`src/rtl/pipeline_fetch_pkg.sv`:
```
// Shared ISA types for the fetch stage: widths, opcodes, fetch FSM states, FIFO entry.
// Pure declarations; no timing or backpressure of its own.
package kl_isa_pkg;

   localparam int PC_W = 8;
   localparam int IR_W = 16;

   typedef enum logic [2:0] {
      OP_NOP  = 3'b000,
      OP_LDR  = 3'b011,
      OP_STR  = 3'b100,
      OP_ALU  = 3'b101,
      OP_MOV  = 3'b110,
      OP_HALT = 3'b111
   } opcode_t;

   typedef enum logic [1:0] {
      ISSUE,
      WAIT_RSP,
      DROP,
      HALT
   } fetch_state_t;

   typedef struct packed {
      logic [IR_W-1:0] ir;
      logic [PC_W-1:0] pc;
   } fetch_entry_t;

   function automatic opcode_t get_opcode(input logic [IR_W-1:0] ir);
      return opcode_t'(ir[IR_W-1 -: 3]);
   endfunction

endpackage

```
`src/rtl/pipeline_fetch_if.sv`:
```
// Fetch-stage bundle: instruction-memory port, decode handshake, redirect and halt status.
// master = fetch stage, slave = memory/decode/redirect side.
interface pipeline_fetch_if;
   import kl_isa_pkg::*;

   logic            imem_req;
   logic [PC_W-1:0] imem_addr;
   logic            imem_valid;
   logic [IR_W-1:0] imem_rdata;
   logic            out_valid;
   logic            out_ready;
   logic [IR_W-1:0] IR_out;
   logic [PC_W-1:0] PC_out;
   logic            redirect_valid;
   logic [PC_W-1:0] redirect_pc;
   logic            halted;

   modport master (
      output imem_req, imem_addr, out_valid, IR_out, PC_out, halted,
      input  imem_valid, imem_rdata, out_ready, redirect_valid, redirect_pc
   );

   modport slave (
      input  imem_req, imem_addr, out_valid, IR_out, PC_out, halted,
      output imem_valid, imem_rdata, out_ready, redirect_valid, redirect_pc
   );

endinterface

```
`src/rtl/pipeline_fetch_fifo.sv`:
```
// Fetch buffer of DEPTH {IR,PC} entries with push/pop/flush and occupancy count.
// Push visible at head one cycle later (no bypass); pop ignored when empty; flush wins over both.
module fetch_fifo
   import kl_isa_pkg::*;
#(
   parameter  int DEPTH = 2,
   localparam int AW    = $clog2(DEPTH)
) (
   input  logic         i_clk,
   input  logic         i_rst_n,
   input  logic         i_push,
   input  fetch_entry_t i_push_dat,
   input  logic         i_pop,
   input  logic         i_flush,
   output fetch_entry_t o_head_dat,
   output logic         o_empty,
   output logic [AW:0]  o_count
);

   fetch_entry_t  r_mem [DEPTH];
   logic [AW-1:0] r_wr_ptr;
   logic [AW-1:0] r_rd_ptr;
   logic [AW:0]   r_count;
   logic          w_pop;

   assign o_empty    = (r_count == '0);
   assign w_pop      = i_pop && !o_empty;
   assign o_head_dat = r_mem[r_rd_ptr];
   assign o_count    = r_count;

   always_ff @(posedge i_clk) begin
      if (!i_rst_n || i_flush) begin
         r_wr_ptr <= '0;
         r_rd_ptr <= '0;
         r_count  <= '0;
      end else begin
         if (i_push) r_wr_ptr <= r_wr_ptr + AW'(1);
         if (w_pop)  r_rd_ptr <= r_rd_ptr + AW'(1);
         case ({i_push, w_pop})
            2'b10:   r_count <= r_count + (AW+1)'(1);
            2'b01:   r_count <= r_count - (AW+1)'(1);
            default: r_count <= r_count;
         endcase
      end
   end

   // Storage carries no reset; only pointers and count define validity.
   always_ff @(posedge i_clk) begin
      if (i_rst_n && !i_flush && i_push) r_mem[r_wr_ptr] <= i_push_dat;
   end

endmodule

```
`src/rtl/pipeline_fetch.sv`:
```
// Instruction fetch: single-outstanding imem reads into a BUF_DEPTH FIFO, redirects; HALT stop when FETCH_HALT_EN.
// Latency: request edge, response edge, entry visible to decode the cycle after (2 cycles with 1-cycle imem).
// Backpressure: head held while out_ready=0; no new request unless FIFO has room for the outstanding word.
module pipeline_fetch
   import kl_isa_pkg::*;
#(
   parameter int              BUF_DEPTH = 2,
   parameter logic [PC_W-1:0] RESET_PC  = 8'h00
) (
   input  logic             i_clk,
   input  logic             i_rst_n,
   pipeline_fetch_if.master bus
);

   localparam int               CNT_W   = $clog2(BUF_DEPTH) + 1;
   localparam logic [CNT_W-1:0] DEPTH_C = CNT_W'(BUF_DEPTH);

   fetch_state_t     r_state;
   fetch_state_t     w_state_nxt;
   logic [PC_W-1:0]  r_pc;
   logic [PC_W-1:0]  r_req_pc;
   logic             w_req;
   logic             w_push;
   logic             w_empty;
   logic [CNT_W-1:0] w_count;
   fetch_entry_t     w_push_dat;
   fetch_entry_t     w_head;

   assign w_req      = i_rst_n && (r_state == ISSUE) && (w_count < DEPTH_C);
   assign w_push_dat = '{ir: bus.imem_rdata, pc: r_req_pc};

   always_comb begin
      w_state_nxt = r_state;
      w_push      = 1'b0;
      case (r_state)
         ISSUE:    if (w_req) w_state_nxt = WAIT_RSP;
         WAIT_RSP: begin
            if (bus.imem_valid) begin
               w_push      = 1'b1;
               w_state_nxt = ISSUE;
            end
         end
         DROP:     if (bus.imem_valid) w_state_nxt = ISSUE;
         default:  w_state_nxt = r_state;
      endcase
`ifdef FETCH_HALT_EN
      if (w_push && (get_opcode(bus.imem_rdata) == OP_HALT)) w_state_nxt = HALT;
`endif
      // A redirect discards any response landing now and turns an in-flight or
      // just-accepted request into a wrong-path fetch whose reply must be eaten.
      if (bus.redirect_valid) begin
         w_push = 1'b0;
         case (r_state)
            WAIT_RSP: w_state_nxt = bus.imem_valid ? ISSUE : DROP;
            DROP:     w_state_nxt = bus.imem_valid ? ISSUE : DROP;
            default:  w_state_nxt = w_req ? DROP : ISSUE;
         endcase
      end
   end

   always_ff @(posedge i_clk) begin
      if (!i_rst_n) begin
         r_state  <= ISSUE;
         r_pc     <= RESET_PC;
         r_req_pc <= RESET_PC;
      end else begin
         r_state <= w_state_nxt;
         if (bus.redirect_valid) r_pc <= bus.redirect_pc;
         else if (w_push)        r_pc <= r_pc + PC_W'(1);
         if (w_req) r_req_pc <= r_pc;
      end
   end

   fetch_fifo #(.DEPTH(BUF_DEPTH)) u_fifo (
      .i_clk      (i_clk),
      .i_rst_n    (i_rst_n),
      .i_push     (w_push),
      .i_push_dat (w_push_dat),
      .i_pop      (bus.out_ready),
      .i_flush    (bus.redirect_valid),
      .o_head_dat (w_head),
      .o_empty    (w_empty),
      .o_count    (w_count)
   );

   assign bus.imem_req  = w_req;
   assign bus.imem_addr = r_pc;
   assign bus.out_valid = !w_empty;
   assign bus.IR_out    = w_empty ? '0 : w_head.ir;
   assign bus.PC_out    = w_empty ? '0 : w_head.pc;

`ifdef FETCH_HALT_EN
   assign bus.halted = (r_state == HALT);
`else
   assign bus.halted = 1'b0;
`endif

endmodule
```
`src/flat_wrapper.sv`:
```
// flat-port wrapper written by rule: the top's interface ports become plain ports
module pipeline_fetch_flat import kl_isa_pkg::*;
#(
   parameter int              BUF_DEPTH = 2,
   parameter logic [PC_W-1:0] RESET_PC  = 8'h00
)
  (i_clk, i_rst_n, bus_imem_req, bus_imem_addr, bus_out_valid, bus_IR_out, bus_PC_out, bus_halted, bus_imem_valid, bus_imem_rdata, bus_out_ready, bus_redirect_valid, bus_redirect_pc);
  pipeline_fetch_if bus_i ();
  input  logic i_clk;
  input  logic i_rst_n;
  output wire logic [$bits(bus_i.imem_req)-1:0] bus_imem_req;
  output wire logic [$bits(bus_i.imem_addr)-1:0] bus_imem_addr;
  output wire logic [$bits(bus_i.out_valid)-1:0] bus_out_valid;
  output wire logic [$bits(bus_i.IR_out)-1:0] bus_IR_out;
  output wire logic [$bits(bus_i.PC_out)-1:0] bus_PC_out;
  output wire logic [$bits(bus_i.halted)-1:0] bus_halted;
  input wire logic [$bits(bus_i.imem_valid)-1:0] bus_imem_valid;
  input wire logic [$bits(bus_i.imem_rdata)-1:0] bus_imem_rdata;
  input wire logic [$bits(bus_i.out_ready)-1:0] bus_out_ready;
  input wire logic [$bits(bus_i.redirect_valid)-1:0] bus_redirect_valid;
  input wire logic [$bits(bus_i.redirect_pc)-1:0] bus_redirect_pc;
  assign bus_imem_req = bus_i.imem_req;
  assign bus_imem_addr = bus_i.imem_addr;
  assign bus_out_valid = bus_i.out_valid;
  assign bus_IR_out = bus_i.IR_out;
  assign bus_PC_out = bus_i.PC_out;
  assign bus_halted = bus_i.halted;
  assign bus_i.imem_valid = bus_imem_valid;
  assign bus_i.imem_rdata = bus_imem_rdata;
  assign bus_i.out_ready = bus_out_ready;
  assign bus_i.redirect_valid = bus_redirect_valid;
  assign bus_i.redirect_pc = bus_redirect_pc;
  pipeline_fetch #(.BUF_DEPTH(BUF_DEPTH), .RESET_PC(RESET_PC)) u_core (.i_clk(i_clk), .i_rst_n(i_rst_n), .bus(bus_i));
endmodule
```
`config.mk`:
```
export PLATFORM = sky130hd
export DESIGN_NAME = pipeline_fetch_flat
export DESIGN_NICKNAME = d
export VERILOG_FILES = /design/src/rtl/pipeline_fetch_pkg.sv /design/src/rtl/pipeline_fetch_if.sv /design/src/rtl/pipeline_fetch_fifo.sv /design/src/rtl/pipeline_fetch.sv /design/src/flat_wrapper.sv
export SDC_FILE = /design/constraint.sdc
export NUM_CORES = 1
export LEC_CHECK = 0
export BUFFER_PORTS_ARGS = -buffer_cell sky130_fd_sc_hd__clkbuf_2
export CAP_MARGIN = 10
export CORE_MARGIN = 1
export CORE_UTILIZATION = 35
export CTS_CLUSTER_DIAMETER = 40
export DETAILED_ROUTE_END_ITERATION = 8
export HOLD_SLACK_MARGIN = 0.05
export PLACE_DENSITY = 0.61
export SYNTH_ARGS = -nofsm -noshare
export SYNTH_HDL_FRONTEND = slang
export SYNTH_HIERARCHICAL = 1
export SYNTH_SLANG_ARGS = --single-unit
```
`constraint.sdc`:
```
create_clock -name i_clk -period 5.09 [get_ports i_clk]
set_clock_uncertainty 0.1 [all_clocks]
set_input_delay 1.018 -clock i_clk [delete_from_list [all_inputs] [get_ports i_clk]]
set_output_delay 1.018 -clock i_clk [all_outputs]
set_load 0.02 [all_outputs]
```
==> impl_results.md, run 1 <==
- Status: finished, final reports clean
- Maximum VDD drop: 0.1804 mV
- Compound-cell area share of the yosys netlist: 6.075%
- RSZ-0062 raised after global routing: no
- Initial core utilization: 36.35%
- DR iter-0 viols: 92
- Num CTS Buffers: 9
- Routed len/inst: 13.09 um
- Die footprint: approximately 0.0089 mm2
- Clk network pwr share: around 40%
- Max frequency: 307.8 MHz
- Util after Layout: 43.92%
- Worst skew pair latency: around 0.34 ns
- Ports: 64
- # rows: 33
- Yosys warns: 6
- Synth top cells by count: 48 x edfxtp_1, 25 x nor2b_1, 24 x mux2_2, 24 x nand2_1, 23 x dfxtp_1
- Data required time of the worst path: 3.97 ns
- Worst EP arrival: 2.13 ns
- ANT cells: 0
- Core area: 0.008217 mm2
- Cell Pwr Density: 329.9 mW/mm2
- Gate Count Post-Synth: 237
- Post-synth EDFFs: 48
- Setup TNS: 0 ns
- Sequential share of power: a little over half
- Largest family of logic cells by synthesized area: simple AND/OR/NAND/NOR gates
- Filler cells: 769
- Seq cells post-synth: 71
- Antenna-violating nets left: 0
- Leak: 1.349 nW
- P_sw: 0.2619 mW
- Slowest CP cell: dfxtp_1
- Netlist cell types: 31
- Dominant cell type by area after synthesis: edfxtp_1
- Final worst slack: approximately 1.8 ns
- Setup CP Type: flop to output pin
- Ys async rst share: 0%
- Min-Delay Path Class: flop to flop
- Initial antenna violation count: 0
- IO buf count: between 60 and 70
- Longest Clk Path Bufs: 2
- Largest net degree at the start of global routing: 26
- Register area share after synthesis: 63.68%
- Root buffer cell: clkbuf_8
- Post-CTS setup buffer count: 0
- Synth area leaders: edfxtp_1 48%, dfxtp_1 15%, mux2_2 9.0%, nor2b_1 5.2%, a21oi_1 3.0%
- Worst Setup End Kind: output pin
- GR Overflow Total: 0
- Fin crit period: 3.249 ns
- Logic gate share of total power: 6.6%
- Syn_area_per_cell: 12.60 um2
- R2r startpoint: u_core/r_state[1]$_SDFFE_PN0P_
- Post-synthesis mux area share: approximately 10%
- HP Start: u_core/r_req_pc[2]$_SDFFE_PN0P_
- Family with the most delay on the worst path: flip-flops
- Worst-Margin Slew: 1.065 ns
- Clock Sink Count: 71
- Total GRT Usage: 12.82%
- TritonCTS clock tree: built
- Global-route wire length before repair: between 8000 and 9000 um
- Hold slack: 0.3636 ns
- Vias per inst: 4.727
- CTS Hold Bufs: 0
- Cell area after synthesis: 0.002987 mm2
- CP max stage delay: 1.03 ns
- Initial DRT Pass Iterations: 4
- Via Count: 1,938
- CTS clk-pin slew, worst paths: 0.07 ns
- Crit path buf inv count: 1
- GP Congestion: 0.7602
- Fin. Hold Viols: 0
- Post-Synth Simple-Gate Area: 12.65%
- Residual DRC: 0
- Setup slack after placement: 2.146 ns
- Synth Flop Type: edfxtp_1
- Post-Synth Adder-Cell Area: 1.676%
- Internal Power: 0.9283 mW
- Startpoint types: flop
- Post-Synth XOR/XNOR Area: under 10%
- Vias in the first global route: ~1.7k
- Top fanout value on the critical path: 24
- # setup viols final: 0
- Max-slew violations: 0
- P&R area growth vs syn: 20.82%
- Max-Cap Viols: 0
- Post-DP HPWL: 3587 um
- Crit path cell chain: mux2_2 -> nor2b_1 -> clkbuf_2
- Net Sw Frac: 22.01%
- Rel. slew slack: about 29%
- Nets: 334
- Resized Gates After CTS: 0
- Die height: 94.38 um
- Drt total wl: 5367 um
- Fin crit share: 63.82%
- CTS H-Tree Depth: 3
- Pwr Total: between 1 and 1.5 mW
- Die Width: 94.38 um
- Share of cells above drive strength 1: 35.41%
- Syn Nets: 270
- Yosys top cell area share: 48.26%
- Most frequent cell after synthesis: edfxtp_1
-- worst paths after layout --
check,to,slack (ns),depth (start not counted)
worst max-delay path,bus_IR_out[7],1.84,3
worst min-delay path,u_core/u_fifo/r_mem[1][2]$_DFFE_PP_,0.36,0
worst max register to register,u_core/u_fifo/r_mem[0][16]$_DFFE_PP_,2.98,7
worst min register to register,u_core/u_fifo/r_mem[1][2]$_DFFE_PP_,0.36,0
-- kinds of logic (layout without fill, tap and decap cells) --
| logic type | count (synthesis) | after routing |
|---|---|---|
| adders and majority gates | 4 | 4 |
| DFF | 71 | 71 |
| muxes | 27 | 27 |
| other | 1 | 1 |
| buffers and inverters | 18 | 86 |
| and+or+nand+nor | 75 | 75 |
| xor gates and xnor gates | 10 | 10 |
| AOI/OAI and AO/OA | 31 | 31 |
-- per-stage QoR --
stage	std cells	area (um2)
floorplan	237	2987
global placement	395	3398
detailed placement	395	3398
CTS	410	3608
global route	410	3608
finish	410	3608
-- layer usage --
metal	global-route usage, %	share of wire (%)	up-vias
met2	20.77	46	69
li1	-	-	954
met1	15.67	46	904
met4	5.769	1.6	0
met5	0	0	-
met3	3.945	6.6	11
-- registers in the layout (all words and copies together), names as in the netlist, named ones only --
register / flops
u_core/r_state: 2
u_core/u_fifo/r_mem: 48
u_core/u_fifo/r_wr_ptr: 1
u_core/bus.imem_addr: 8
u_core/u_fifo/r_rd_ptr: 1
u_core/r_req_pc: 8
u_core/u_fifo/o_count: 2
-- final cells by class --
| class | instances | area, um2 | share of cell area, % |
|---|---|---|---|
| Tap cell | 105 | 131.4 | 3.641 |
| Clock inverter | 6 | 86.33 | 2.393 |
| Clock buffer | 9 | 123.9 | 3.433 |
| Inverter | 7 | 26.28 | 0.7282 |
| Sequential cell | 71 | 1902 | 52.70 |
| Timing Repair Buffer | 64 | 325.3 | 9.015 |
| Multi-Input combinational cell | 148 | 1013 | 28.09 |
-- power by group through the flow --
stage | logic (mW) | clock network (mW) | registers, mW
final | 0.0789 | 0.474 | 0.637
after global placement | 0.0781 | 0 | 0.650
after CTS | 0.0795 | 0.490 | 0.637
after floorplan | 0.0476 | 0 | 0.652
after global routing | 0.0885 | 0.514 | 0.638
after detailed placement | 0.0793 | 0 | 0.650
-- cells in the final DEF, fill, tap and decap left out, types with 2 or more instances in the layout --
cell	count
nand4_1	2
mux2_2	24
clkinv_2	2
ha_1	4
xnor2_1	6
a21oi_1	18
clkbuf_2	62
nor3_2	2
nand2_1	24
nand2b_1	3
clkbuf_8	9
o21ai_0	7
o211a_1	2
mux2i_1	3
nor2b_1	25
bufinv_16	2
dfxtp_1	23
xor2_1	4
buf_4	2
edfxtp_1	48
inv_1	7
nor2_1	11
nand3_1	3
(Power assumes the default switching activity.)
==> inputs of run 2 (changes only) <==
ABC_AREA = 1   (was not set)
clock period = 3 ns   (was 5.09 ns; I/O delays follow)
==> run 2 against run 1 <==
Sequential power up 73%. Power rose by 75%. Worst hold slack got worse by 0.014 ns. Routed wire length increased by 6.8%. Clock-buffer cell count increased by 1. Via count is 9.9% higher. Final cell count increased by 17%. Sequential cell count unchanged. Core utilization down 0.26 points. Critical path depth up 2. Critical endpoint is now bus_PC_out[7].
==> impl_results.md, run 2 <==
- Pwr Total: 2.080 mW
- Most frequent cells in the layout: 62 x clkbuf_2, 48 x edfxtp_1, 45 x inv_1
- Post-DP HPWL: 4081 um
- Final worst slack: 0.6392 ns
- Ys async rst share: 0%
- Startpoint types: flop
- Largest net degree at the start of global routing: 27
- Most frequent cell after synthesis: edfxtp_1
- # setup viols final: 0
- Maximum VDD drop: 0.2509 mV
- CTS clk-pin slew, worst paths: ~0.080 ns
- Yosys warns: 6
- Syn_area_per_cell: 10.85 um2
- Vias in the first global route: 1,994
- Dominant cell type by area after synthesis: edfxtp_1
- ANT cells: 0
- Root buffer cell: clkbuf_8
- Cell area after synthesis: around 0.0033 mm2
- Final non-filler cell total: slightly below 500
- Cell Pwr Density: 535.9 mW/mm2
- Post-CTS setup buffer count: 0
- IO buf count: 62
- Top fanout value on the critical path: 24
- Post-synth EDFFs: 48
- CTS H-Tree Depth: 3
- Initial antenna violation count: 0
- Commonest non-fill, non-tap cell in the layout: clkbuf_2
- Clock Sink Count: 71
- Register area share after synthesis: between 50% and 60%
- Synth area leaders: edfxtp_1 44%, dfxtp_1 14%, mux2_4 9.2%, inv_1 5.2%, nand2_1 4.9%
- Status: finished, final reports clean
- Yosys top cell area share: 44.14%
- Die Width: 98.60 um
- Max-Cap Viols: 0
- Nets: 401
- Setup slack after placement: 0.8051 ns
- Num CTS Buffers: 9
- Util after Layout: 43.65%
- Placed cell areas: 0.003661 mm2
- Core area: about 0.009 mm2
- Die footprint: about 0.0097 mm2
- Setup CP Type: flop to output pin
- RSZ-0062 raised after global routing: no
- Gate Count Post-Synth: ~300
- Worst EP arrival: 1.66 ns
- Residual DRC: 0
- Setup TNS: 0 ns
- Hold slack: 0.3500 ns
- Worst skew pair latency: 0.33 ns
- Die height: 98.60 um
- Synth top cells by count: 48 x edfxtp_1, 45 x inv_1, 43 x nand2_1, 39 x nor2_1, 23 x dfxtp_1
- Initial core utilization: 36.73%
- Initial DRT Pass Iterations: 4
- Ports: 64
- Global-route wire length before repair: 9390 um
- Data required time of the worst path: 2.30 ns
- Routed len/inst: 11.92 um
- Syn Nets: 334
- Register name with the most flops: u_core/u_fifo/r_mem
- Max-slew violations: 0
- Fin. Hold Viols: 0
- Share of cells above drive strength 1: 34.58%
- Seq cells post-synth: a little over 70
- DR iter-0 viols: 99
- Vias per inst: roughly 4.4
- Synth Flop Type: edfxtp_1
- Placed cells: ~470
- Drt total wl: 5734 um
- GP Congestion: 0.8387
- Final Cell Area: between 0.003 and 0.004 mm2
- Fin crit period: 2.361 ns
- Via Count: roughly 2.1k
- CTS Hold Bufs: 0
- Max reg flops: 48
- Longest Clk Path Bufs: 2
- Max frequency: 423.6 MHz
- Filler cells: approximately 830
- Resized Gates After CTS: 0
- TritonCTS clock tree: built
- GR Overflow Total: 0
- Netlist cell types: 33
- Antenna-violating nets left: 0
- Min-Delay Path Class: input port to flop
- Fin crit share: 78.69%
- Total GRT Usage: about 13%
- Leak: about 1.7 nW
- # rows: 34
- Worst Setup End Kind: output pin
- P&R area growth vs syn: 18.85%
## run 2: changes by cell type in the layout (fill, tap and decap cells not counted), sizes merged, moves of 3 or more
cell and delta:
nor2 +32, xnor2 -6, o21ai +9, nor2b -25, nand3 +3, nand2 +24
inv +44, nand2b -3, mux2i -3, xor2 -3
## run 2: logic make-up after synthesis
logic type,Yosys count,synth area share (%)
adder cells (fa/ha/maj),4,1.533
other,1,0.1148
flip-flops,71,58.24
XOR/XNOR,1,0.2682
AND/OR/NAND/NOR,101,14.14
AO/OA/AOI/OAI,36,6.054
multiplexers,24,10.57
buffers and inverters,63,9.080
## run 2: path summary, 6_finish.rpt
| kind | start | end | slack [ns] | depth (start not counted) |
|---|---|---|---|---|
| worst max register to register | u_core/r_state[1]$_SDFFE_PN0P_ | u_core/u_fifo/r_mem[1][19]$_DFFE_PP_ | 1.13 | 7 |
| worst min-delay path | bus_imem_rdata[4] | u_core/u_fifo/r_mem[0][12]$_DFFE_PP_ | 0.35 | 1 |
| worst min register to register | u_core/r_state[1]$_SDFFE_PN0P_ | u_core/r_state[1]$_SDFFE_PN0P_ | 0.37 | 2 |
| worst max-delay path | flop | bus_PC_out[7] | 0.64 | 5 |
## run 2: critical path: stages, from the launching register on
cell,delay [ns]
dfxtp_1,0.31
buf_4,0.37
mux2_2,0.38
inv_1,0.05
nor2_1,0.04
clkbuf_2,0.17
## run 2: report_power, final
| part | leakage, nW | total [mW] | switching, mW | internal, mW |
|---|---|---|---|---|
| Clock | 0.104 | 0.829 | 0.355 | 0.474 |
| Combinational | 0.955 | 0.156 | 0.0994 | 0.0563 |
| Sequential | 0.624 | 1.10 | 0.0219 | 1.07 |
## run 2: cell type report
class | count | area (um2) | share of cell area [%]
clock inverters | 6 | 92.59 | 2.386
clock buffers | 10 | 127.6 | 3.288
repair buffers | 66 | 340.3 | 8.769
flip-flops and latches | 71 | 1902 | 49.00
inverters | 53 | 200.2 | 5.158
well taps | 108 | 135.1 | 3.482
multi-input cells | 167 | 1084 | 27.92
## run 2: layer usage
| metal | routed length, um | part of all wire, % | GRT usage [%] |
|---|---|---|---|
| met1 | 2624 | 46 | 15.50 |
| met5 | 0 | 0 | 0 |
| met3 | 343 | 6.0 | 4.610 |
| met4 | 0 | 0 | 3.100 |
| met2 | 2766 | 48 | 20.96 |
